`src/rtl/hazard_pkg.sv`:
```
// Shared definitions for the pipeline hazard controller: forwarding-select codes,
// the scoreboard slot record and the register-match helper.
package hazard_pkg;

  localparam int ADDR_W_DEF = 5;

  // D-stage operand select
  localparam logic [1:0] FWD_RF = 2'd0;
  localparam logic [1:0] FWD_W  = 2'd1;
  localparam logic [1:0] FWD_M  = 2'd2;
  localparam logic [1:0] FWD_E  = 2'd3;

  // E-stage ALU operand select
  localparam logic [1:0] FWDE_PIPE = 2'd0;
  localparam logic [1:0] FWDE_W    = 2'd1;
  localparam logic [1:0] FWDE_M    = 2'd2;

  typedef struct packed {
    logic                  we;
    logic [ADDR_W_DEF-1:0] addr;
    logic [1:0]            tnew;
    logic [ADDR_W_DEF-1:0] rs;
    logic [ADDR_W_DEF-1:0] rt;
  } slot_t;

  // $0 is hardwired, so a write to it never produces a usable result.
  function automatic logic slot_match(input slot_t s, input logic [ADDR_W_DEF-1:0] src);
    return s.we && (s.addr == src) && (src != '0);
  endfunction

endpackage

```
`src/rtl/hazard_slot.sv`:
```
// One scoreboard stage register: async clear, bubble insertion and an
// optional saturating decrement of the remaining-latency field.
module hazard_slot
  import hazard_pkg::*;
(
  input  logic  clk,
  input  logic  reset,
  input  logic  bubble,
  input  logic  dec,
  input  slot_t d,
  output slot_t q
);

  slot_t q_nxt;

  always_comb begin
    q_nxt = d;
    if (dec && (d.tnew != 2'd0)) begin
      q_nxt.tnew = d.tnew - 2'd1;
    end
    if (bubble) begin
      q_nxt = '0;
    end
  end

  always_ff @(posedge clk or posedge reset) begin
    if (reset) begin
      q <= '0;
    end else begin
      q <= q_nxt;
    end
  end

endmodule

```
`src/rtl/hazard_ctrl.sv`:
```
// Five-stage MIPS hazard controller: tracks in-flight writers in E/M/W slots and
// derives the D-stage stall plus the D/E/M forwarding selects combinationally.
module hazard_ctrl
  import hazard_pkg::*;
#(
  parameter int ADDR_W = ADDR_W_DEF
) (
  input  logic              clk,
  input  logic              reset,
  input  logic [ADDR_W-1:0] rs_D,
  input  logic [ADDR_W-1:0] rt_D,
  input  logic              rs_use_D,
  input  logic              rt_use_D,
  input  logic              Tuse_rs,
  input  logic [1:0]        Tuse_rt,
  input  logic [1:0]        Tnew_D,
  input  logic [ADDR_W-1:0] WAddr_D,
  input  logic              RegWrite_D,
  output logic              stall,
  output logic [1:0]        fwd_rs_D,
  output logic [1:0]        fwd_rt_D,
  output logic [1:0]        fwd_rs_E,
  output logic [1:0]        fwd_rt_E,
  output logic              fwd_rt_M
);

  slot_t d_slot, e_q, m_q, w_d, w_q;
  logic [ADDR_W_DEF-1:0] rs_s, rt_s;
  logic rs_hz, rt_hz;

  assign rs_s = ADDR_W_DEF'(rs_D);
  assign rt_s = ADDR_W_DEF'(rt_D);

  // Unused source fields are zeroed so they can never trigger E-stage forwarding.
  always_comb begin
    d_slot      = '0;
    d_slot.we   = RegWrite_D;
    d_slot.addr = ADDR_W_DEF'(WAddr_D);
    d_slot.tnew = Tnew_D;
    d_slot.rs   = rs_use_D ? rs_s : '0;
    d_slot.rt   = rt_use_D ? rt_s : '0;
    w_d         = '0;
    w_d.we      = m_q.we;
    w_d.addr    = m_q.addr;
  end

  hazard_slot u_slot_e (.clk(clk), .reset(reset), .bubble(stall), .dec(1'b0), .d(d_slot), .q(e_q));
  hazard_slot u_slot_m (.clk(clk), .reset(reset), .bubble(1'b0),  .dec(1'b1), .d(e_q),    .q(m_q));
  hazard_slot u_slot_w (.clk(clk), .reset(reset), .bubble(1'b0),  .dec(1'b0), .d(w_d),    .q(w_q));

  function automatic logic [1:0] sel_d(input slot_t e, input slot_t m, input slot_t w,
                                       input logic [ADDR_W_DEF-1:0] s);
    if (slot_match(e, s) && (e.tnew == 2'd0)) return FWD_E;
    if (slot_match(m, s) && (m.tnew == 2'd0)) return FWD_M;
    if (slot_match(w, s)) return FWD_W;
    return FWD_RF;
  endfunction

  function automatic logic [1:0] sel_e(input slot_t m, input slot_t w,
                                       input logic [ADDR_W_DEF-1:0] s);
    if (slot_match(m, s) && (m.tnew == 2'd0)) return FWDE_M;
    if (slot_match(w, s)) return FWDE_W;
    return FWDE_PIPE;
  endfunction

  // M's stored tnew is already one stage closer, so it compares directly against Tuse.
  always_comb begin
    rs_hz = rs_use_D &&
            ((slot_match(e_q, rs_s) && (e_q.tnew > {1'b0, Tuse_rs})) ||
             (slot_match(m_q, rs_s) && (m_q.tnew > {1'b0, Tuse_rs})));
    rt_hz = rt_use_D &&
            ((slot_match(e_q, rt_s) && (e_q.tnew > Tuse_rt)) ||
             (slot_match(m_q, rt_s) && (m_q.tnew > Tuse_rt)));
    stall    = rs_hz | rt_hz;
    fwd_rs_D = sel_d(e_q, m_q, w_q, rs_s);
    fwd_rt_D = sel_d(e_q, m_q, w_q, rt_s);
    fwd_rs_E = sel_e(m_q, w_q, e_q.rs);
    fwd_rt_E = sel_e(m_q, w_q, e_q.rt);
    fwd_rt_M = slot_match(w_q, m_q.rt);
  end

  logic unused_fields;
  assign unused_fields = ^{m_q.rs, w_q.tnew, w_q.rs, w_q.rt};

endmodule
```
`config.mk`:
```
export PLATFORM = sky130hd
export DESIGN_NAME = hazard_ctrl
export DESIGN_NICKNAME = d
export VERILOG_FILES = /design/src/rtl/hazard_pkg.sv /design/src/rtl/hazard_slot.sv /design/src/rtl/hazard_ctrl.sv
export SDC_FILE = /design/constraint.sdc
export NUM_CORES = 1
export LEC_CHECK = 0
export ABC_AREA = 1
export CORE_MARGIN = 1
export CORE_UTILIZATION = 42
export CTS_BUF_LIST = sky130_fd_sc_hd__clkbuf_4
export CTS_CLUSTER_DIAMETER = 200
export CTS_CLUSTER_SIZE = 8
export DETAILED_ROUTE_END_ITERATION = 6
export GPL_ROUTABILITY_DRIVEN = 0
export GPL_TIMING_DRIVEN = 0
export PLACE_DENSITY_LB_ADDON = 0.2
export SKIP_CTS_REPAIR_TIMING = 1
export SLEW_MARGIN = 20
export SYNTH_ARGS = -nofsm -noshare
export SYNTH_HDL_FRONTEND = slang
export SYNTH_SLANG_ARGS = --single-unit
export TNS_END_PERCENT = 100
```
`constraint.sdc`:
```
create_clock -name clk -period 1.6 [get_ports clk]
set_input_delay 0.32 -clock clk [delete_from_list [all_inputs] [get_ports clk]]
set_output_delay 0.32 -clock clk [all_outputs]
set_load 0.1 [all_outputs]
```
==> results of run 1 <==
-- metrics by stage --
stage,instance area (sq um),instances
after global placement,2760,412
after detailed placement,2760,412
final,3310,450
after CTS,2840,420
after global routing,3310,450
after floorplan,2340,308
-- worst reg2reg max path, stage by stage (launching register included) --
cell	delay [ns]
dfrtp_2	0.46
ha_4	0.26
a21oi_2	0.14
a21oi_2	0.04
nand3_1	0.08
nand2_1	0.06
nand2_2	0.11
nand2_8	0.08
buf_12	0.14
buf_4	0.13
buf_4	0.13
nor2_2	0.09
-- kinds of logic after synthesis --
family                     synth area share [%]
adders and majority gates                  3.34
and+or+nand+nor                            31.2
xor gates and xnor gates                   4.68
DFF                                        41.2
AOI/OAI and AO/OA                          9.64
buffers and inverters                      9.92
-- state kept, by name, summed over array words and instances (netlist names) --
signal      cells
u_slot_m.q     13
u_slot_e.q     18
u_slot_w.q      6
-- final cells by class --
cell class | instances | area share [%]
Multi-Input combinational cell | 216 | 38.5
Buffer | 3 | 1.43
Clock inverter | 2 | 1.02
Sequential cell | 37 | 28.3
Timing Repair Buffer | 64 | 20.5
Clock buffer | 6 | 1.36
Inverter | 52 | 6.19
Tap cell | 70 | 2.64
-- cells in the final DEF (no fill, tap or decap), types with 3 or more instances in the layout --
cell	synthesis	routed
nand2_1	84	74
inv_1	42	29
buf_4	0	28
dfrtp_1	37	27
nor2_1	34	24
inv_2	7	17
nor2_2	13	16
clkdlybuf4s50_1	0	13
nand3_1	14	12
dlymetal6s2s_1	0	11
nand2_2	2	10
dfrtp_2	0	10
xnor2_1	9	9
buf_12	1	9
o22ai_1	8	8
nor2_4	0	7
o21ai_0	10	7
nand4_1	7	7
clkbuf_4	0	7
a21oi_2	0	6
inv_4	0	4
a21oi_1	10	4
nor3_1	4	4
clkinv_1	3	3
o21ai_1	0	3
xor2_1	3	3
ha_1	6	3
ha_4	0	3
buf_6	0	3
-- metal layers --
| layer | GRT usage [%] | wire, um |
|---|---|---|
| met5 | 0 | 0 |
| met4 | 8.18 | 127 |
| met3 | 4.02 | 391 |
| met2 | 38.6 | 3190 |
| met1 | 30.0 | 2610 |
-- final timing paths --
check / start / to / slack (ns) / cells after the start
min reg2reg: u_slot_e.q[17] / u_slot_m.q[17] / 0.39 / 0
min in group asynchronous: reset / u_slot_m.q[17] / 0.41 / 2
max in group asynchronous: reset / u_slot_m.q[12] / 0.66 / 2
min: rs_D[4] / u_slot_e.q[9] / 0.30 / 3
max: u_slot_m.q[11] / stall / -0.64 / 9
max reg2reg: u_slot_m.q[11] / u_slot_e.q[12] / -0.19 / 11
-- power groups by stage --
stage                     Combinational (W)  Clock (W)  Sequential (W)
after CTS                          0.000472   0.000670         0.00106
after floorplan                    0.000320          0         0.00105
after detailed placement           0.000470          0         0.00108
final                              0.000586   0.000662         0.00106
after global routing               0.000644   0.000716         0.00107
after global placement             0.000464          0         0.00107
==> metrics.csv, run 1 <==
metric,value,unit
die_h,75.1,um
multi_input_area,1280,sq um
synth_top_area_cell,dfrtp_1,
critical-path-top-delay-family,flip-flops,
antenna_cells,0,
antenna_left,0,
remaining_drc_errors,0,
fin_util,64.5,%
synth_area_leaders,"dfrtp_1 (41%), nand2_1 (14%), inv_1 (7.0%)",
start_util,43.7,%
synth-seq-cells,37,
clk_path_buf_depth,2,
worst_slack,-0.635,ns
hold_viol,0,
cts_tree,done,
synth.cells.most_frequent,"nand2_1 (84), inv_1 (42), dfrtp_1 (37), nor2_1 (34), nand3_1 (14)",
cp-end-kind,output pin,
tns,-5.92,ns
syn_area_per_cell,7.29,sq um
dp_hpwl,4440,um
pwr-share-seq,46.0,%
async_flop_share,100,%
grt_overflow_total,0,
grt_pass1_vias,2015,
clkTransAtPathRegs,0.11,ns
grt.total_usage,23.0,%
routed_wl,6320,um
slew_headroom,49.6,%
die_w,75.1,um
fillCellCount,480,
seqCellArea,938,sq um
drive_above_1_share,34.2,%
slew_viol_final,0,
finalPower,0.00231,W
dr_total_vias,2282,
via_per_inst,5.07,
synth_seq_area_share,41.2,%
hold_path.class,input pin to flip-flop,
switching_share,30.9,%
fin_skew,0.00824,ns
worst_ep_required_time,1.28,ns
cp_num_buf_inv,2,
synth_edf_count,0,
period_needed,2.24,ns
power_frac_comb,25.4,%
grt_pass1_wl,9410,um
nets,410,
worst_path_largest_cell_delay,0.46,ns
leakage,1.67,nW
status,"complete, but fails checks",
io_buffers,34,
die_area,5640,sq um
fmax,447,MHz
clock_latency,0.35,ns
crit_type,flip-flop to output pin,
whs,0.303,ns
yosys.area.top_type_share,41.2,%
dp_slack,-1.79,ns
clock_sinks,37,
worstMarginPinSlew,0.755,ns
synthCells,308,
switchingPower,0.000714,W
cp.arrival,1.92,ns
violations,negative setup slack,
root_buffer,clkbuf_4,
grt_max_degree,38,
syn-cell-area,2250,sq um
antenna_found_initial,0,
ios,35,
synth-main-ff-cell,dfrtp_1,
clkPwrFrac,28.6,%
power_density,697,nW/um^2
slowest_stage,dfrtp_2,
core_area,5140,sq um
peakVddDrop,0.000454,V
maxCapViolCount,0,
cp-start-kind,flip-flop,
rows,26,
cts_buffers,5,
setup_viol,23,
ys_warn_count,0,
initialDrtViolationCount,182,
cts_max_level,2,
critical_path.cell_chain,ha_4 -> a21oi_2 -> a21oi_2 -> nand3_1 -> nand2_1 -> nand2_2 -> nand2_8 -> buf_12 -> buf_12,
syn_nets,339,
critPathMaxFanout,8,
wl_per_cell,14.0,um
rsz0062_at_grt,yes,
ys_types,29,
timing.final.crit_share,140,%
dr.pass1.iters,4,
internal_power,0.00160,W
area_growth,47.6,%
yosysMostFrequentCell,nand2_1,
No activity file was read; power rests on OpenSTA's default activity.
==> run 2, diff against run 1 <==
--- a/config.mk
+++ b/config.mk
@@ -8,7 +8,6 @@
 export ABC_AREA = 1
 export CORE_MARGIN = 1
 export CORE_UTILIZATION = 42
-export CTS_BUF_LIST = sky130_fd_sc_hd__clkbuf_4
 export CTS_CLUSTER_DIAMETER = 200
 export CTS_CLUSTER_SIZE = 8
 export DETAILED_ROUTE_END_ITERATION = 6
==> metrics.csv, run 2 (same netlist as run 1, synthesis figures left out) <==
metric,value,unit,change
remaining_drc_errors,0,,unchanged
dp_hpwl,4440,um,unchanged
worstMarginPinSlew,0.764,ns,+0.00902 ns
clk_path_buf_depth,2,,unchanged
switching_share,29.8,%,-1.1 points
dr_total_vias,2327,,+2.0%
hold_path_startpoint,rs_D[4],,
io_buffers,34,,unchanged
ios,35,,unchanged
crit_end,stall,,
grt_max_degree,38,,unchanged
power_frac_comb,24.1,%,-1.3 points
cp-end-kind,output pin,,
hold_depth,3,,unchanged
worstRegToRegCells,13,,+2
maxCapViolCount,0,,unchanged
grt.total_usage,23.2,%,+0.14 points
m1WireLength,2580,um,-0.92%
crit_path_frequent_cell,nand2_1,,
reg2reg_to,u_slot_e.q[12],,
fin_util,66.5,%,+2.0 points
routed_wl,6570,um,+4.0%
fmax,445,MHz,-0.56%
rsz0062_at_grt,yes,,
via_per_inst,5.18,,+2.2%
finalPower,0.00252,W,+9.1%
die_h,75.1,um,unchanged
regMostFlops,u_slot_e.q,,
grt_overflow_total,0,,unchanged
cts_buffers,5,,unchanged
crit_type,flip-flop to output pin,,
largest_register_ffs,18,,unchanged
status,"complete, but fails checks",,
cts_max_level,2,,unchanged
switchingPower,0.000750,W,+5.1%
dr.pass1.iters,4,,unchanged
wl_per_cell,14.6,um,+4.2%
hold_viol,0,,unchanged
pwr-share-seq,42.3,%,-3.7 points
power_density,737,nW/um^2,+5.7%
setup_viol,27,,+17%
cp-start-kind,flip-flop,,
internal_power,0.00177,W,+11%
seqCellArea,938,sq um,unchanged
antenna_cells,0,,unchanged
cts_tree,done,,
top_layer_used,met4,,
grt_pass1_vias,2030,,+0.74%
rows,26,,unchanged
violations,negative setup slack,,
tns,-6.26,ns,-0.343 ns
nets,409,,-0.24%
routed-wl-met3,546,um,+40%
initialDrtViolationCount,192,,+5.5%
clock_sinks,37,,unchanged
period_needed,2.25,ns,+0.0125 ns
clkPwrFrac,33.6,%,+5.0 points
timing.final.crit_share,140,%,+0.78 points
final_common_cell,nand2_1,,
hold_path.class,input pin to flip-flop,,
mostFrequentLayoutCells,"nand2_1 (72), inv_1 (28), dfrtp_1 (27)",,
cp_num_buf_inv,3,,+1
core_area,5140,sq um,unchanged
critical_path.cell_chain,inv_4 -> nand2_1 -> nand2_1 -> nand2_1 -> nor2_2 -> nand3_1 -> nand2_1 -> nand2_2 -> nand2_8 -> buf_12 -> buf_12,,
top_regs,"u_slot_e.q (18), u_slot_m.q (13), u_slot_w.q (6)",,
critPathLaunch,u_slot_m.q[16],,
worst_ep_required_time,1.28,ns,about the same
grt_pass1_wl,9480,um,+0.73%
critical-path-top-delay-family,simple AND/OR/NAND/NOR gates,,
fin_skew,0.00749,ns,-0.000747 ns
ff2ff_setup_slack,-0.21,ns,-0.02 ns
antenna_found_initial,0,,unchanged
slew_viol_final,0,,unchanged
peakVddDrop,0.000588,V,+29%
clkTransAtPathRegs,0.08,ns,-0.03 ns
multi_input_area,1340,sq um,+4.7%
slowest_stage,dfrtp_2,,
dp_slack,-1.79,ns,unchanged
worst_slack,-0.648,ns,-0.0125 ns
worst-path-stages,11,,+2
die_w,75.1,um,unchanged
worst_path_largest_cell_delay,0.45,ns,about the same
r2r-start,u_slot_m.q[16],,
antenna_left,0,,unchanged
start_util,43.7,%,unchanged
die_area,5640,sq um,unchanged
drive_above_1_share,36.1,%,+1.9 points
area_growth,52.3,%,
cp.arrival,1.93,ns,about the same
fillCellCount,454,,-5.4%
met2_wirelength,3270,um,+2.4%
critPathMaxFanout,8,,unchanged
root_buffer,clkbuf_8,,
slew_headroom,49.0,%,-0.60 points
leakage,1.71,nW,+2.3%
clock_latency,0.30,ns,-0.05 ns
==> run 2: layout make-up <==
type | count | share of cell area (%)
multi-input cells | 216 | 39.1
clock buffers | 7 | 2.52
repair buffers | 63 | 20.0
flip-flops and latches | 37 | 27.4
well taps | 70 | 2.56
plain buffers | 3 | 1.39
inverters | 52 | 6.07
clock inverters | 1 | 0.878
==> run 2: power groups by stage <==
stage                     clock network (W)  logic (W)  registers [W]
final                              0.000847   0.000608        0.00107
after global routing               0.000907   0.000662        0.00107
after CTS                          0.000852   0.000472        0.00106
after detailed placement                  0   0.000470        0.00108
after global placement                    0   0.000464        0.00107
after floorplan                           0   0.000320        0.00105
==> run 2: per-layer routing <==
metal,track usage [%],vias up
li1,-,1113
met1,30.0,1080
met2,39.1,116
met3,4.42,18
met4,7.55,0
met5,0,-
==> run 2: worst min-delay path by stage <==
stage / end / slack, ns
after global placement: u_slot_m.q[17] / 0.36
after detailed placement: u_slot_m.q[17] / 0.36
after global routing: u_slot_e.q[0] / 0.38
after floorplan: u_slot_m.q[17] / 0.35
after CTS: u_slot_m.q[17] / 0.38
final: u_slot_e.q[9] / 0.37
==> run 2: worst min-delay path, stage by stage <==
cell and delay, ns:
dlymetal6s2s_1 0.18, nand2_1 0.09, nor2_2 0.04
==> run 2: metrics by stage <==
step           area (sq um)  instances  hold slack, ns
2_1_floorplan          2340        308           0.354
3_3_place_gp           2760        412           0.359
3_5_place_dp           2760        412           0.364
4_1_cts                2880        420           0.381
5_1_grt                3420        449           0.378
6_report               3420        449           0.366
